==> config.mk <==
export PLATFORM = sky130hd
export DESIGN_NAME = invader_formation_renderer
export DESIGN_NICKNAME = d
export VERILOG_FILES = /design/src/rtl/invader_formation_renderer.sv
export SDC_FILE = /design/constraint.sdc
export NUM_CORES = 1
export LEC_CHECK = 0
export CAP_MARGIN = 20
export CORE_MARGIN = 2
export CORE_UTILIZATION = 60
export CTS_BUF_LIST = sky130_fd_sc_hd__clkbuf_8
export DETAILED_ROUTE_END_ITERATION = 6
export PLACE_DENSITY = 0.95
export SETUP_SLACK_MARGIN = 0.15
export SYNTH_ARGS = -nofsm -noshare
export SYNTH_HDL_FRONTEND = slang
export SYNTH_SLANG_ARGS = --single-unit
==> constraint.sdc <==
create_clock -name CLK_I -period 4.7 [get_ports CLK_I]
set_input_delay 0.705 -clock CLK_I [delete_from_list [all_inputs] [get_ports CLK_I]]
set_output_delay 0.705 -clock CLK_I [all_outputs]
set_load 0.005 [all_outputs]
==> src/rtl/invader_formation_renderer.sv <==
// Invader formation pixel source (RGB one clock after X/Y) plus march/drop/halt motion FSM and alive bitmap.
// Optional SPEEDUP_EN: step interval shrinks as invaders die; no backpressure, kills are single-cycle strobes.
module invader_formation_renderer #(
    parameter int COLS            = 8,
    parameter int ROWS            = 4,
    parameter int CELL_W          = 32,
    parameter int CELL_H          = 16,
    parameter int SPR_W           = 16,
    parameter int SPR_H           = 8,
    parameter int FRAME_WIDTH     = 400,
    parameter int START_X         = 16,
    parameter int START_Y         = 40,
    parameter int STEP_PX         = 4,
    parameter int DROP_PX         = 8,
    parameter int BOTTOM_Y        = 560,
    parameter int FRAMES_PER_STEP = 30
) (
    input  logic        CLK_I,
    input  logic        RST_I,
    input  logic [11:0] X,
    input  logic [11:0] Y,
    input  logic        KILL_VALID,
    input  logic [2:0]  KILL_ROW,
    input  logic [3:0]  KILL_COL,
    output logic        R,
    output logic        G,
    output logic        B,
    output logic [11:0] FORM_X,
    output logic [11:0] FORM_Y,
    output logic [5:0]  ALIVE_CNT,
    output logic        REACHED_BOTTOM,
    output logic        FRAME_TICK
);
    localparam int NUM   = ROWS * COLS;
    localparam int IDX_W = (NUM > 1) ? $clog2(NUM) : 1;
    localparam int COL_W = (COLS > 1) ? $clog2(COLS) : 1;
    localparam int ROW_W = (ROWS > 1) ? $clog2(ROWS) : 1;
    localparam int SX_W  = $clog2(CELL_W);
    localparam int SY_W  = $clog2(CELL_H);
    localparam int SXP_W = SX_W + 1;
    localparam int SYP_W = SY_W + 1;
    localparam int CNT_W = $clog2(FRAMES_PER_STEP + 1);

    localparam logic [12:0]      FORM_W_C  = 13'(COLS * CELL_W);
    localparam logic [12:0]      FORM_H_C  = 13'(ROWS * CELL_H);
    localparam logic [12:0]      STEP_C13  = 13'(STEP_PX);
    localparam logic [11:0]      STEP_C    = 12'(STEP_PX);
    localparam logic [11:0]      DROP_C    = 12'(DROP_PX);
    localparam logic [12:0]      WIDTH_C   = 13'(FRAME_WIDTH);
    localparam logic [12:0]      BOTTOM_C  = 13'(BOTTOM_Y);
    localparam logic [11:0]      START_X_C = 12'(START_X);
    localparam logic [11:0]      START_Y_C = 12'(START_Y);
    localparam logic [5:0]       NUM_C     = 6'(NUM);
    localparam logic [SXP_W-1:0] SPR_W_C   = SXP_W'(SPR_W);
    localparam logic [SYP_W-1:0] SPR_H_C   = SYP_W'(SPR_H);
    localparam logic [3:0]       ROWS_C    = 4'(ROWS);
    localparam logic [4:0]       COLS_C    = 5'(COLS);
    localparam logic [IDX_W-1:0] COLS_IDX  = IDX_W'(COLS);

    typedef enum logic [1:0] {
        S_MOVE_R = 2'd0,
        S_MOVE_L = 2'd1,
        S_HALT   = 2'd2
    } state_t;

    state_t           r_state;
    state_t           w_state_nxt;
    logic [11:0]      r_form_x;
    logic [11:0]      r_form_y;
    logic [11:0]      w_form_x_nxt;
    logic [11:0]      w_form_y_nxt;
    logic             w_set_bottom;
    logic [NUM-1:0]   r_alive;
    logic [5:0]       r_alive_cnt;
    logic [11:0]      r_y_prev;
    logic             r_tick;
    logic             r_reached;
    logic             r_r;
    logic             r_g;
    logic             r_b;
    logic [CNT_W-1:0] r_frame_cnt;
    logic [CNT_W-1:0] w_interval;
    logic [CNT_W-1:0] w_int_m1;

    // ---------------- render ----------------
    logic [11:0]      w_lx;
    logic [11:0]      w_ly;
    logic             w_inside;
    logic [SX_W-1:0]  w_sx;
    logic [SY_W-1:0]  w_sy;
    logic [COL_W-1:0] w_col;
    logic [ROW_W-1:0] w_row;
    logic [IDX_W-1:0] w_pix_idx;
    logic             w_eye;
    logic             w_lit;

    assign w_lx = X - r_form_x;
    assign w_ly = Y - r_form_y;
    // Once X >= FORM_X holds, lx cannot wrap, so the far-edge test is just lx < formation width.
    assign w_inside = (X >= r_form_x) && ({1'b0, w_lx} < FORM_W_C) &&
                      (Y >= r_form_y) && ({1'b0, w_ly} < FORM_H_C);
    assign w_sx      = w_lx[SX_W-1:0];
    assign w_sy      = w_ly[SY_W-1:0];
    assign w_col     = w_lx[SX_W +: COL_W];
    assign w_row     = w_ly[SY_W +: ROW_W];
    assign w_pix_idx = IDX_W'(w_row) * COLS_IDX + IDX_W'(w_col);
    assign w_eye     = (w_sy == SY_W'(2)) &&
                       ((w_sx == SX_W'(4))  || (w_sx == SX_W'(5)) ||
                        (w_sx == SX_W'(10)) || (w_sx == SX_W'(11)));
    assign w_lit     = w_inside && ({1'b0, w_sx} < SPR_W_C) && ({1'b0, w_sy} < SPR_H_C) &&
                       r_alive[w_pix_idx] && !w_eye;

    always_ff @(posedge CLK_I) begin
        if (RST_I) begin
            r_r <= 1'b0;
            r_g <= 1'b0;
            r_b <= 1'b0;
        end else begin
            r_r <= w_lit && (w_row == '0);
            r_g <= w_lit && (w_row != '0);
            r_b <= w_lit && (w_row == '0);
        end
    end

    // ---------------- frame detect / step timing ----------------
    logic w_run;
    logic w_step;

    always_comb begin
        w_interval = FRAMES_PER_STEP[CNT_W-1:0];
`ifdef SPEEDUP_EN
        if (r_alive_cnt > 6'(NUM / 2)) begin
            w_interval = CNT_W'(FRAMES_PER_STEP);
        end else if (r_alive_cnt > 6'(NUM / 8)) begin
            w_interval = CNT_W'(FRAMES_PER_STEP >> 1);
        end else begin
            w_interval = CNT_W'(FRAMES_PER_STEP >> 2);
        end
`endif
    end

    assign w_int_m1 = w_interval - CNT_W'(1);
    assign w_run    = (r_state != S_HALT) && (r_alive_cnt != 6'd0);
    // >= rather than == so a shortened interval fires on the very next tick.
    assign w_step   = w_run && r_tick && (r_frame_cnt >= w_int_m1);

    always_ff @(posedge CLK_I) begin
        if (RST_I) begin
            r_y_prev    <= 12'd0;
            r_tick      <= 1'b0;
            r_frame_cnt <= '0;
        end else begin
            r_y_prev <= Y;
            r_tick   <= (r_y_prev != 12'd0) && (Y == 12'd0);
            if (w_run && r_tick) begin
                r_frame_cnt <= w_step ? '0 : r_frame_cnt + CNT_W'(1);
            end
        end
    end

    // ---------------- motion FSM ----------------
    logic        w_hit_right;
    logic        w_hit_left;
    logic [11:0] w_drop_y;
    logic        w_hit_bottom;

    assign w_hit_right  = ({1'b0, r_form_x} + STEP_C13 + FORM_W_C) > WIDTH_C;
    assign w_hit_left   = r_form_x < STEP_C;
    assign w_drop_y     = r_form_y + DROP_C;
    assign w_hit_bottom = ({1'b0, w_drop_y} + FORM_H_C) >= BOTTOM_C;

    always_ff @(posedge CLK_I) begin
        if (RST_I) begin
            r_state <= S_MOVE_R;
        end else begin
            r_state <= w_state_nxt;
        end
    end

    always_comb begin
        w_state_nxt = r_state;
        if (r_alive_cnt == 6'd0) begin
            w_state_nxt = S_HALT;
        end else if (w_step) begin
            case (r_state)
                S_MOVE_R: if (w_hit_right) w_state_nxt = w_hit_bottom ? S_HALT : S_MOVE_L;
                S_MOVE_L: if (w_hit_left)  w_state_nxt = w_hit_bottom ? S_HALT : S_MOVE_R;
                default:  w_state_nxt = S_HALT;
            endcase
        end
    end

    always_comb begin
        w_form_x_nxt = r_form_x;
        w_form_y_nxt = r_form_y;
        w_set_bottom = 1'b0;
        if (w_step) begin
            case (r_state)
                S_MOVE_R: begin
                    if (w_hit_right) begin
                        w_form_y_nxt = w_drop_y;
                        w_set_bottom = w_hit_bottom;
                    end else begin
                        w_form_x_nxt = r_form_x + STEP_C;
                    end
                end
                S_MOVE_L: begin
                    if (w_hit_left) begin
                        w_form_y_nxt = w_drop_y;
                        w_set_bottom = w_hit_bottom;
                    end else begin
                        w_form_x_nxt = r_form_x - STEP_C;
                    end
                end
                default: ;
            endcase
        end
    end

    always_ff @(posedge CLK_I) begin
        if (RST_I) begin
            r_form_x  <= START_X_C;
            r_form_y  <= START_Y_C;
            r_reached <= 1'b0;
        end else begin
            r_form_x  <= w_form_x_nxt;
            r_form_y  <= w_form_y_nxt;
            r_reached <= r_reached | w_set_bottom;
        end
    end

    // ---------------- kill port ----------------
    logic             w_kill_in_range;
    logic [IDX_W-1:0] w_kill_idx;
    logic             w_kill_hit;

    assign w_kill_in_range = ({1'b0, KILL_ROW} < ROWS_C) && ({1'b0, KILL_COL} < COLS_C);
    assign w_kill_idx      = IDX_W'(KILL_ROW) * COLS_IDX + IDX_W'(KILL_COL);
    assign w_kill_hit      = KILL_VALID && w_kill_in_range && r_alive[w_kill_idx];

    always_ff @(posedge CLK_I) begin
        if (RST_I) begin
            r_alive     <= '1;
            r_alive_cnt <= NUM_C;
        end else if (w_kill_hit) begin
            r_alive[w_kill_idx] <= 1'b0;
            r_alive_cnt         <= r_alive_cnt - 6'd1;
        end
    end

    assign R              = r_r;
    assign G              = r_g;
    assign B              = r_b;
    assign FORM_X         = r_form_x;
    assign FORM_Y         = r_form_y;
    assign ALIVE_CNT      = r_alive_cnt;
    assign REACHED_BOTTOM = r_reached;
    assign FRAME_TICK     = r_tick;
endmodule
* Word level (Yosys, flattened, before mapping)
Index checks and enable logic that the tools add are counted.
** Storage, ports and cells
- Memories kept :: 0
- Memory bits (read-only) :: 0
- Word-level logic and storage cells :: 115
- Bits in registers :: 85
- Input bits :: 34
- Latch bits :: 0
- Memory bits (writable) :: 0
- Output and inout bits :: 35
** Cells by class
- Multipliers :: 0
- Equality and inequality tests :: 13
- Mux-type cells :: 24
- Shifts and indexed selects :: 0
- Reduce and logical (&&, ||, !) cells :: 36
- Add/sub/neg operators :: 12
- Order comparisons :: 15
- Bitwise operators :: 3
- Div/mod/pow operators :: 0
** Operators with widths (count)
- two-way mux 12 bit :: 4
- one-hot mux 12 bit (2 select lines) :: 2
- bitwise AND 32 bit :: 1
- NOT 32 bit :: 1
- >= comparator 12 bit :: 2
- subtractor 12 bit :: 2
- logical AND 1 bit :: 18
- adder 12 x 3 -> 13 bit, second input constant :: 1
- adder 12 x 7 -> 13 bit, second input constant :: 1
- adder 13 x 9 -> 13 bit, second input constant :: 1
- >= comparator 13 x 10 -> 1 bit, second input constant :: 1
- > comparator 13 x 9 -> 1 bit, second input constant :: 1
- adder 12 x 3 -> 12 bit, second input constant :: 1
- adder 12 x 4 -> 12 bit, second input constant :: 1
- zero test 12 bit :: 1
- < comparator 12 x 3 -> 1 bit, second input constant :: 1
- < comparator 12 x 7 -> 1 bit, second input constant :: 1
- < comparator 12 x 9 -> 1 bit, second input constant :: 1
- < comparator 5 x 6 -> 1 bit, second input constant :: 2
- two-way mux 2 bit :: 6
- nonzero test 12 bit :: 1
- subtractor 12 x 3 -> 12 bit, second input constant :: 1
- binary-select mux 1 bit (select 5 bit) :: 2
- equality test 5 x 3 -> 1 bit, second input constant :: 2
- other kinds (29) :: 48

* Logic depth before layout (Yosys ltp)
- Depth in word-level cells :: 10
- Mapped depth :: 11
- Mapped depth without buffers :: 11

* Worst setup path after synthesis
No wires, ideal clock.
- Path kind :: input-to-reg
- Start :: in X[2]
- End :: reg r_b, in the netlist B
- Arrival time :: 2705 ps
- Path slack :: 1899 ps
- Setup time :: 96 ps
- Stages :: 11
- Required time :: 4604 ps
- Path buffers :: 0
- Path through :: inv_1 > ha_1 > inv_1 > fa_1 > or3_1 > a2111oi_0 > a2111oi_0 > o211ai_1 > a211o_1 > nor4_1 > nor4b_1
** Between the ends
- Word-level cells in the longest chain between the ends :: 10
- Elaborated cells between the ends (all ways) :: 24
- Classes of those cells :: add/sub (2); order compare (3); eq/ne (4); mux (2); reduce/logical (13)
** RTL lines
- from (decl) :: line 20 : input logic [11:0] X,
- parallel branches: the longest is 8 deep, another holds subtractor 12 bit
- logical AND 1 bit * :: line 111 : r_alive[w_pix_idx] && !w_eye;
- logical AND 1 bit * :: line 121 : r_b <= w_lit && (w_row == '0);
- to (signal assigned) :: line 121
- to (decl) :: line 80 : logic r_b;
Every way passes the cells marked *. The select of a mux whose other input is x is not followed.
A chain may end at the register's enable or synchronous reset.

* Worst setup path after layout
- Start :: in KILL_COL[0]
- End :: reg r_alive[26]
** Between the ends
- Word-level cells in the longest chain between the ends :: 7
- Elaborated cells between the ends (all ways) :: 14
- Classes of those cells :: add/sub (1); order compare (3); mux (4); bitwise (2); reduce/logical (4)
** RTL lines
- from (decl) :: line 24 : input logic [3:0] KILL_COL,
- adder 5 x 4 -> 5 bit :: line 238 : assign w_kill_idx = IDX_W'(KILL_ROW) * COLS_IDX + IDX_W'(KILL_COL);
- < comparator 5 x 6 -> 1 bit (not written as such) or >= comparator 5 x 1 -> 1 bit (tied branches) :: line 246 : r_alive[w_kill_idx] <= 1'b0;
- logical AND 1 bit (not written as such) :: line 246
- two-way mux 1 bit (not written as such) :: line 246
- demux 1 bit (select 5 bit) :: line 246
- NOT 32 bit (no line)
- bitwise AND 32 bit (no line)
- to (signal assigned) :: line 243 : r_alive <= '1;
- to (signal, indexed assignment) :: line 246
- to (decl) :: line 73 : logic [NUM-1:0] r_alive;
Several ways; a longest one is shown, not always the timed one. The select of a mux whose other input is x is not followed.

==> out/results.ini <==
[status]
status=completed

[grt]
grt_use_total=0.280
grt_use_met2=0.496
grt_max_degree=77
grt_pass1_wl_microns=22300
met1_usage=0.337
grt_overflow=0
grt_pass1_vias=4821
busiest_layer=met2
antenna_found_initial=0
grt_use_met3=0.0494

[synthesis]
synth_edf_count=0
synth_top_area_cell=dfxtp_1
synth-main-ff-cell=dfxtp_1
synth-seq-cells=80
synth.avg_cell_area_sq_um=8.53
ys_seq_area_frac=0.301
synth.distinct_cells=79
syn_area_sq_um=5320
async_flop_share=0
synth_area_leaders=dfxtp_1 30%, ha_1 7.1%, a21oi_1 5.4%, nor2_1 5.4%, mux4_2 5.1%
synth_top_area_share=0.301
syn_inst=623
yosys_warnings=0

[clocking]
cts_setup_buffers=0
cts.sinks=80
cts.path.max_buffers=2
cts.clk_slew.worst_paths_ns=0.08
tritoncts=yes
clk_latency_ns=0.36
cts_buffers=9
ctsRootBufferMaster=clkbuf_8
postCtsHoldBufs=0
post_cts_resized=0
h-tree-depth=3

[floorplanning]
dieArea_sq_um=9630
die_w_microns=98.1
fp.dieH_microns=98.1
core_sq_um=8640
io_pins=69
row_count=34
start_util=0.615

[power_and_ir_drop]
ir_drop_mv=0.200
p_leak_uw=0.00220
p_per_area_nw_per_um2=238

[drt]
drt_iter0_drc=298
drcViolationCount=0
finalWirelength_microns=13900
num_vias=5073
drt_pass1_iterations=5
wire_per_inst_microns=17.7
vias_per_cell=6.48
ant_nets=0

[timing]
fin_crit_sh=0.727
relSlewSlack=0.365
setup_viol=0
final.setup.tns_ns=0
drv_slew=0
hold_violations=0
fmax_mhz=292
worstMarginPinSlew_ns=0.946
rsz0062_at_grt=false
setup_ws_ns=1.28
post-route-min-period_ns=3.42
finalClockSkew_ns=0.00859

[place]
gp_congestion=0.953
dp_hpwl_microns=10100
dp_slack_ns=1.08
port_buffers=63

[run]
cap_viol_max_count=0

[worst_setup_path]
critical_path.top_delay_family=buffers and inverters
crit_required_ns=4.91
crit_fanout=12
slowest_delay_ns=0.93
reg2reg_depth=10
critical_path_class=in2reg
cp.depth=8
cp_data_arrival_time_ns=3.62
critPathBufInv=1
crit_path_start_kind=input pin
slowest_stage=clkdlybuf4s50_1
crit_chain=clkdlybuf4s50_1, mux4_2, nand3_1, a21boi_0, o311a_1, nand2_1, nor2_1, a21oi_1
critPathCaptureType=flip-flop

[final_layout]
antenna_cells=0
drive_gt1_frac=0.0770
layout_common_cells=80 x dfxtp_1, 76 x nor2_1, 62 x clkdlybuf4s50_1, 57 x a21oi_1, 35 x inv_1
layout.nets=736
final_common_cell=dfxtp_1
final_util=0.709
area_growth_pct=15.1

[worst_hold_path]
holdPathStages=1
worstHoldPathType=reg2reg

Yosys cell counts (all sizes together) (9+ instances only):
| master | instances |
|---|---|
| or3 | 9 |
| ha | 30 |
| xnor2 | 20 |
| o21ai | 16 |
| clkbuf | 10 |
| nor3 | 14 |
| mux2i | 14 |
| nor2b | 15 |
| nor2 | 76 |
| nand3 | 28 |
| dfxtp | 80 |
| xor2 | 14 |
| a21oi | 59 |
| nand2 | 30 |
| buf | 23 |
| mux4 | 12 |
| and3 | 10 |
| nor4 | 14 |
| inv | 37 |
flip-flops by register name, indices dropped and copies added, names as in the netlist:
name and count:
ALIVE_CNT 6, B 1, FORM_X 10, FORM_Y 9, FRAME_TICK 1, G 1, REACHED_BOTTOM 1, r_alive 32
r_frame_cnt 5, r_state 2, r_y_prev 12
final timing paths:
path | startpoint | endpoint | slack (ns)
worst min register to register | REACHED_BOTTOM | REACHED_BOTTOM | 0.47
worst min-delay path | REACHED_BOTTOM | REACHED_BOTTOM | 0.47
worst max-delay path | KILL_COL[0] | r_alive[26] | 1.28
worst max register to register | FORM_X[4] | G | 1.41
metal layers:
layer	vias up	part of all wire	wire, microns
li1	2350	-	-
met1	2406	0.39	5420
met2	278	0.50	6970
met3	39	0.079	1090
met4	0	0.028	386
met5	-	0	0
through the flow:
step           total power (uW)  hold slack (ns)  cell area, sq um  cells
2_1_floorplan               846            0.456              5330    627
3_3_place_gp                906            0.452              5900    767
3_5_place_dp                915            0.454              5900    767
4_1_cts                    1450            0.472              6120    783
5_1_grt                    1500            0.497              6120    783
6_report                   1450            0.473              6120    783
final cells by class:
class | count | area, sq um
Tap cell | 108 | 135
Timing Repair Buffer | 65 | 641
Fill cell | 644 | 2520
Clock inverter | 5 | 63.8
Multi-Input combinational cell | 476 | 3380
Sequential cell | 80 | 1600
Inverter | 38 | 143
Clock buffer | 11 | 151
kinds of logic (layout without fill, tap and decap cells):
logic type,count (synthesis),after routing,share of synthesized area
XOR/XNOR,34,34,0.0560
flip-flops,80,80,0.301
other,1,5,0.000706
buffers and inverters,71,119,0.0647
adder cells (fa/ha/maj),32,32,0.0782
AND/OR/NAND/NOR,235,235,0.232
multiplexers,28,28,0.0814
AO/OA/AOI/OAI,142,142,0.186
power by group:
part | switching (uW) | internal (uW) | total, uW
Clock | 270 | 278 | 549
Combinational | 118 | 94.1 | 212
Sequential | 6.77 | 687 | 694
Total | 395 | 1060 | 1450
worst reg2reg max path: stages (launching register included):
cell and delay, ns:
dfxtp_1 0.56, inv_1 0.20, ha_1 0.39, a21oi_1 0.17
nand2_1 0.10, xor2_1 0.55, buf_4 0.32, mux2i_1 0.27
a22oi_1 0.12, and4b_1 0.21, o31a_1 0.30
No activity file was read; power rests on OpenSTA's default activity.
